--- config.mk ---
export PLATFORM = sky130hd
export DESIGN_NAME = mmio_responder
export DESIGN_NICKNAME = d
export VERILOG_FILES = /design/src/rtl/mmio_responder.sv
export SDC_FILE = /design/constraint.sdc
export NUM_CORES = 1
export LEC_CHECK = 0
export BUFFER_PORTS_ARGS = -buffer_cell sky130_fd_sc_hd__buf_2
export CORE_MARGIN = 8
export CORE_UTILIZATION = 40
export CTS_CLUSTER_DIAMETER = 50
export DETAILED_ROUTE_END_ITERATION = 12
export HOLD_SLACK_MARGIN = 0.1
export PLACE_DENSITY = 0.7
export SLEW_MARGIN = 15
export SYNTH_ARGS = -nofsm -noshare
export SYNTH_HDL_FRONTEND = slang
export SYNTH_SLANG_ARGS = --single-unit
--- constraint.sdc ---
create_clock -name clk -period 2.9 [get_ports clk]
set_input_delay 0.435 -clock clk [delete_from_list [all_inputs] [get_ports clk]]
set_output_delay 0.435 -clock clk [all_outputs]
set_load 0.01 [all_outputs]
--- src/rtl/mmio_responder.sv ---
// MMIO device responder: LED and seven-seg output registers with a ready/hold
// handshake, a debounced button capture of switches, and a free-running cycle counter.
module mmio_responder #(
  parameter int DB_CYCLES   = 1000000,
  parameter int HOLD_CYCLES = 4
) (
  input  logic        clk,
  input  logic        rstn,
  input  logic [7:0]  io_addr,
  input  logic [31:0] io_dout,
  input  logic        io_we,
  input  logic        io_rd,
  output logic [31:0] io_din,
  input  logic [15:0] sw,
  input  logic        btn,
  output logic [15:0] led,
  output logic [31:0] seg_data,
  output logic        seg_upd
);

  localparam int DB_W   = $clog2(DB_CYCLES + 1);
  localparam int HOLD_W = $clog2(HOLD_CYCLES + 1);

  localparam logic [7:0] ADDR_LED    = 8'h00;
  localparam logic [7:0] ADDR_ORDY   = 8'h04;
  localparam logic [7:0] ADDR_SEG    = 8'h08;
  localparam logic [7:0] ADDR_IVALID = 8'h0C;
  localparam logic [7:0] ADDR_IDATA  = 8'h10;
  localparam logic [7:0] ADDR_CYCLE  = 8'h14;

  logic [15:0]       r_led;
  logic [31:0]       r_seg_data;
  logic              r_seg_upd;
  logic              r_out_ready;
  logic [HOLD_W-1:0] r_hold_cnt;
  logic              r_in_valid;
  logic [15:0]       r_in_data;
  logic [31:0]       r_cycle;
  logic              r_btn_s1;
  logic              r_btn_s2;
  logic [15:0]       r_sw_s1;
  logic [15:0]       r_sw_s2;
  logic              r_db_level;
  logic              r_db_prev;
  logic [DB_W-1:0]   r_db_cnt;

  logic w_seg_accept;
  logic w_clear_rd;
  logic w_press;

  assign w_seg_accept = io_we && (io_addr == ADDR_SEG) && r_out_ready;
  assign w_clear_rd   = io_rd && (io_addr == ADDR_IDATA);
  assign w_press      = r_db_level && !r_db_prev;

  assign led      = r_led;
  assign seg_data = r_seg_data;
  assign seg_upd  = r_seg_upd;

  // Read path is combinational so the memory stage sees data with no wait state.
  always_comb begin
    io_din = 32'h0;
    case (io_addr)
      ADDR_ORDY:   io_din = {31'h0, r_out_ready};
      ADDR_IVALID: io_din = {31'h0, r_in_valid};
      ADDR_IDATA:  io_din = {16'h0, r_in_data};
      ADDR_CYCLE:  io_din = r_cycle;
      default:     io_din = 32'h0;
    endcase
  end

  always_ff @(posedge clk) begin
    if (!rstn) begin
      r_led       <= 16'h0;
      r_seg_data  <= 32'h0;
      r_seg_upd   <= 1'b0;
      r_out_ready <= 1'b1;
      r_hold_cnt  <= '0;
    end else begin
      r_seg_upd <= w_seg_accept;
      if (io_we && (io_addr == ADDR_LED)) begin
        r_led <= io_dout[15:0];
      end
      if (w_seg_accept) begin
        r_seg_data  <= io_dout;
        r_out_ready <= 1'b0;
        r_hold_cnt  <= HOLD_W'(HOLD_CYCLES);
      end else if (!r_out_ready) begin
        r_hold_cnt <= r_hold_cnt - HOLD_W'(1);
        if (r_hold_cnt == HOLD_W'(1)) begin
          r_out_ready <= 1'b1;
        end
      end
    end
  end

  always_ff @(posedge clk) begin
    if (!rstn) begin
      r_btn_s1 <= 1'b0;
      r_btn_s2 <= 1'b0;
      r_sw_s1  <= 16'h0;
      r_sw_s2  <= 16'h0;
    end else begin
      r_btn_s1 <= btn;
      r_btn_s2 <= r_btn_s1;
      r_sw_s1  <= sw;
      r_sw_s2  <= r_sw_s1;
    end
  end

  // Level flips only after DB_CYCLES consecutive cycles disagreeing with it.
  always_ff @(posedge clk) begin
    if (!rstn) begin
      r_db_level <= 1'b0;
      r_db_prev  <= 1'b0;
      r_db_cnt   <= '0;
    end else begin
      r_db_prev <= r_db_level;
      if (r_btn_s2 == r_db_level) begin
        r_db_cnt <= '0;
      end else if (r_db_cnt == DB_W'(DB_CYCLES - 1)) begin
        r_db_cnt   <= '0;
        r_db_level <= ~r_db_level;
      end else begin
        r_db_cnt <= r_db_cnt + DB_W'(1);
      end
    end
  end

  // A press coinciding with a clearing read wins: new data lands, valid stays set.
  always_ff @(posedge clk) begin
    if (!rstn) begin
      r_in_valid <= 1'b0;
      r_in_data  <= 16'h0;
    end else if (w_press && (!r_in_valid || w_clear_rd)) begin
      r_in_valid <= 1'b1;
      r_in_data  <= r_sw_s2;
    end else if (w_clear_rd) begin
      r_in_valid <= 1'b0;
    end
  end

  always_ff @(posedge clk) begin
    if (!rstn) begin
      r_cycle <= 32'h0;
    end else begin
      r_cycle <= r_cycle + 32'd1;
    end
  end

endmodule

* Word level (Yosys, flattened, before mapping)
Cells that the tools add are included.
** Storage, ports and cells
- Register bits :: 158
- Bits of input ports :: 61
- Output and inout bits :: 81
** Operators by class
- $add $sub $neg :: 3
- Equality and inequality tests :: 9
- Mux-type cells :: 8
- Bitwise operators :: 3
- Reductions and logical operators :: 14
** Operators with widths (number)
- $pmux 32 s4 :: 1
- $add 32x1->32 const B :: 1
- $add 20x1->20 const B :: 1
- $eq 20x20->1 const B :: 1
- $eq 8x4->1 const B :: 2
- $eq 8x5->1 const B :: 2
- $eq 8x3->1 const B :: 1
- $logic_not 8->1 :: 1
- $logic_and 1x1->1 :: 6
- $mux 3 :: 2
- $mux 1 :: 5
- $eq 3x1->1 const B :: 1
- $not 1->1 :: 3
- $reduce_or 3->1 :: 1
- $sub 3x1->3 const B :: 1
- $logic_not 1->1 :: 2
- $ne 2x1->1 const B :: 1
- $reduce_and 2->1 :: 1
- $reduce_bool 2->1 :: 1
- $reduce_or 2->1 :: 1
- $eq 1x1->1 :: 1
- $logic_or 1x1->1 :: 1

* Logic depth before layout (Yosys ltp)
- Word-level depth :: 5
- Depth in mapped cells :: 7
- Gate-level depth less buffers :: 5

* Worst setup path before layout
OpenSTA, ideal clock, no wires.
- Kind :: in2out
- Start :: input port io_addr[3]
- End :: output port io_din[10]
- Arrival :: 1.674 ns
- Data required time :: 2.465 ns
- Setup slack :: 0.791 ns
- Stages on the path :: 5
- Cells stage by stage :: nor4b_2 > and2_1 > clkbuf_1 > clkbuf_1 > a22o_1
** Between the ends
- Cells in the longest elaborated chain, start to end :: 2
- Elaborated cells between the ends (all ways) :: 5
- Classes of those cells :: 4 x eq/ne; 1 x mux
** Ends and longest elaborated chain
- start, declared :: RTL line 9 : input logic [7:0] io_addr,
- $eq 8x5->1 (tied with other cells) :: RTL line 62 : case (io_addr)
- $pmux 32 s4 (*) :: RTL line 62
- end, declared :: RTL line 13 : output logic [31:0] io_din,
Every way passes the cells marked *; elsewhere a longest branch is shown, timed or not.

* Worst setup path after layout
- Start :: input port io_addr[3]
- End :: output port io_din[14]
Same word-level chain as after synthesis.

==> results.sh <==
export IMPL_status="complete, no violations"
export IMPL_synth_seq_cells=158
export IMPL_n_antenna_cell=0
export IMPL_cp_end_kind="primary output"
export IMPL_grt_usage_pct=14.1
export IMPL_holdPathEnd="r_sw_s1[3]$_SDFF_PN0_"
export IMPL_fin_area_um2=7700
export IMPL_multi_input_area_um2=2840
export IMPL_cts_root_buf="clkbuf_16"
export IMPL_num_vias=4901
export IMPL_vias_per_cell=4.98
export IMPL_yosys_warnings=0
export IMPL_crit_fanout=28
export IMPL_path_class="primary input to primary output"
export IMPL_cts_buffers=17
export IMPL_cts_htree_levels=4
export IMPL_ant_nets=0
export IMPL_hp_start="sw[3]"
export IMPL_grtUsageMet1_pct=18.0
export IMPL_tightest_slew_ps=653
export IMPL_finalSetupViolCount=0
export IMPL_setup_ws_ps=534
export IMPL_die_y_um=141
export IMPL_drtIter0Drc=224
export IMPL_dp_hpwl_um=9920
export IMPL_drc=0
export IMPL_grt_max_degree=79
export IMPL_syn_inst=653
export IMPL_postCtsResizedCells=0
export IMPL_postCtsSetupRepairBufs=0
export IMPL_synth_cell_types=52
export IMPL_gp_congestion=0.777
export IMPL_detail_route_wl_per_cell_um=14.1
export IMPL_final_nets=849
export IMPL_peakVddDrop_mv=0.410
export IMPL_finClkSkew_ps=6.53
export IMPL_antenna_found_initial=0
export IMPL_grt_use_met2_pct=21.7
export IMPL_ys_seq_area_share_pct=50.7
export IMPL_rr_endpoint="r_cycle[29]$_SDFF_PN0_"
export IMPL_synth_area_um2=6230
export IMPL_place_area_um2=7090
export IMPL_drt_pass1_iterations=4
export IMPL_layout_drive_gt1_share_pct=24.5
export IMPL_syn_num_nets=718
export IMPL_r2r_cells=4
export IMPL_grt_first_pass_wirelength_um=22900
export IMPL_clockBufferDepth=2
export IMPL_dp_cells=953
export IMPL_clkTransAtPathRegs_ps=60
export IMPL_p_per_area_nw_per_um2=598
export IMPL_rsz0062_at_grt="false"
export IMPL_hold_violations=0
export IMPL_crit_required_ps=2470
export IMPL_rrSetupSlack_ps=730
export IMPL_insertion_delay_ps=410
export IMPL_grt_pass1_vias=4683
export IMPL_fp_row_count=45
export IMPL_start_util_pct=41.0
export IMPL_syn_area_per_cell_um2=9.55
export IMPL_routed_wl_um=13900
export IMPL_cts_tree="built"
export IMPL_nFillCells=1420
export IMPL_maxCapViolCount=0
export IMPL_grt_overflow=0
export IMPL_fmax_ghz=0.423
export IMPL_die_x_um=141
export IMPL_hold_buffers=0
export IMPL_coreArea_um2=15200
export IMPL_leakage_nw=3.07
export IMPL_min_path_cells=2
export IMPL_fin_crit_ps=2370
export IMPL_min_path_type="primary input to flop"
export IMPL_crit_path_start_kind="primary input"
export IMPL_use_met3_pct=5.40
export IMPL_seqCellArea_um2=3160
export IMPL_slew_violations=0
export IMPL_worstReg2RegStart="r_cycle[4]$_SDFF_PN0_"
export IMPL_slew_headroom_pct=56.5
export IMPL_pre_cts_slack_ps=524
export IMPL_min_period_over_period_pct=81.6
export IMPL_setup_tns_ps=0
export IMPL_dieArea_um2=19800
export IMPL_cts_sinks=158
export IMPL_area_delta_synth_final_pct=23.5
export IMPL_crit_arrival_ps=1930
export IMPL_grt_busiest_layer="met2"
export IMPL_io_buffers=141
export IMPL_io_pins=142
export IMPL_fin_cells=985
-- stage by stage --
step	utilization, %	power, W	hold slack, ps
2_1_floorplan	-	0.00231	412
3_3_place_gp	46.6	0.00238	413
3_5_place_dp	46.6	0.00238	418
4_1_cts	50.6	0.00467	210
5_1_grt	50.6	0.00478	207
6_report	50.6	0.00460	227
-- layer usage --
metal	up-vias	share of wire (%)	wire length (um)
li1	2544	-	-
met2	113	45	6210
met1	2233	47	6580
met3	11	7.0	968
met5	-	0	0
met4	0	1.1	150
-- area by class of cell --
cell class / count / area share [%]
clock inverters: 15 / 2.39
flip-flops and latches: 158 / 41.1
inverters: 11 / 0.536
repair buffers: 151 / 10.5
clock buffers: 17 / 5.53
well taps: 188 / 3.06
multi-input cells: 445 / 36.9
-- flip-flops by register name (all words and copies together), names as in the netlist --
signal       cells
r_db_prev        1
r_sw_s1         16
seg_upd          1
r_out_ready      1
r_db_cnt        20
r_sw_s2         16
r_cycle         32
led             16
r_db_level       1
seg_data        32
r_btn_s1         1
r_btn_s2         1
r_in_valid       1
r_in_data       16
r_hold_cnt       3
-- Yosys cell counts, drive strengths merged --
master,count,share of area (%)
nor4b,3,0.52
o211ai,2,0.32
nand2,34,2.0
nand2b,3,0.30
ha,4,0.80
a21boi,2,0.24
nand4b,1,0.14
a21oi,24,1.9
nor4,6,0.60
nor3b,2,0.24
or3,10,1.0
buf,12,1.4
mux2i,51,8.2
nand3b,1,0.12
a211oi,1,0.12
xnor2,4,0.56
and4,5,0.70
o21ai,28,2.2
o21a,1,0.12
and2,57,5.7
o31ai,11,1.3
nor2,75,4.5
a41oi,1,0.14
clkbuf,26,1.6
or4b,2,0.32
o311ai,1,0.14
nor3,6,0.66
and3,8,0.82
nand3,34,2.8
dlygate4sd1,1,0.14
nand4,14,1.4
or4,14,1.7
o41ai,2,0.28
nor2b,2,0.20
dfxtp,158,51
inv,11,0.66
a22o,15,2.1
xor2,21,3.0
-- critical path: stages --
cell and delay [ps]:
buf_2 140, nor4b_2 490, and3_1 370, buf_12 210, a22o_1 150, buf_2 130
-- logic make-up after synthesis --
logic type                 count (synthesis)  share of synthesized area, %
and+or+nand+nor                          277                          23.9
xor gates and xnor gates                  25                          3.51
adders and majority gates                  4                         0.803
AOI/OAI and AO/OA                         88                          8.97
DFF                                      158                          50.7
buffers and inverters                     50                          3.87
muxes                                     51                          8.19
-- worst max path at each step --
stage,from,endpoint,cells after the start
3_3_place_gp,io_addr[3],io_din[23],6
6_report,io_addr[3],io_din[14],6
5_1_grt,io_addr[3],io_din[13],6
3_5_place_dp,io_addr[3],io_din[14],6
2_1_floorplan,io_addr[3],io_din[10],5
4_1_cts,io_addr[3],io_din[14],6
-- where the power goes --
group          internal [W]  switching (W)
logic             0.0000545      0.0000666
registers           0.00220     0.00000999
clock network       0.00137       0.000908
total               0.00362       0.000984
-- cell usage in the layout (no fill, tap or decap), types with 5 or more instances in the layout --
cell       count
dfxtp_1      158
buf_2        141
nor2_1        75
and2_1        56
mux2i_1       51
nand2_1       34
nand3_1       33
o21ai_0       28
a21oi_1       24
xor2_1        21
clkbuf_16     17
a22o_1        15
nand4_1       14
or4_1         13
o31ai_1       11
inv_1         10
or3_1          9
buf_4          8
and3_1         7
nor4_1         6
and4_1         5
(Power assumes the default switching activity.)
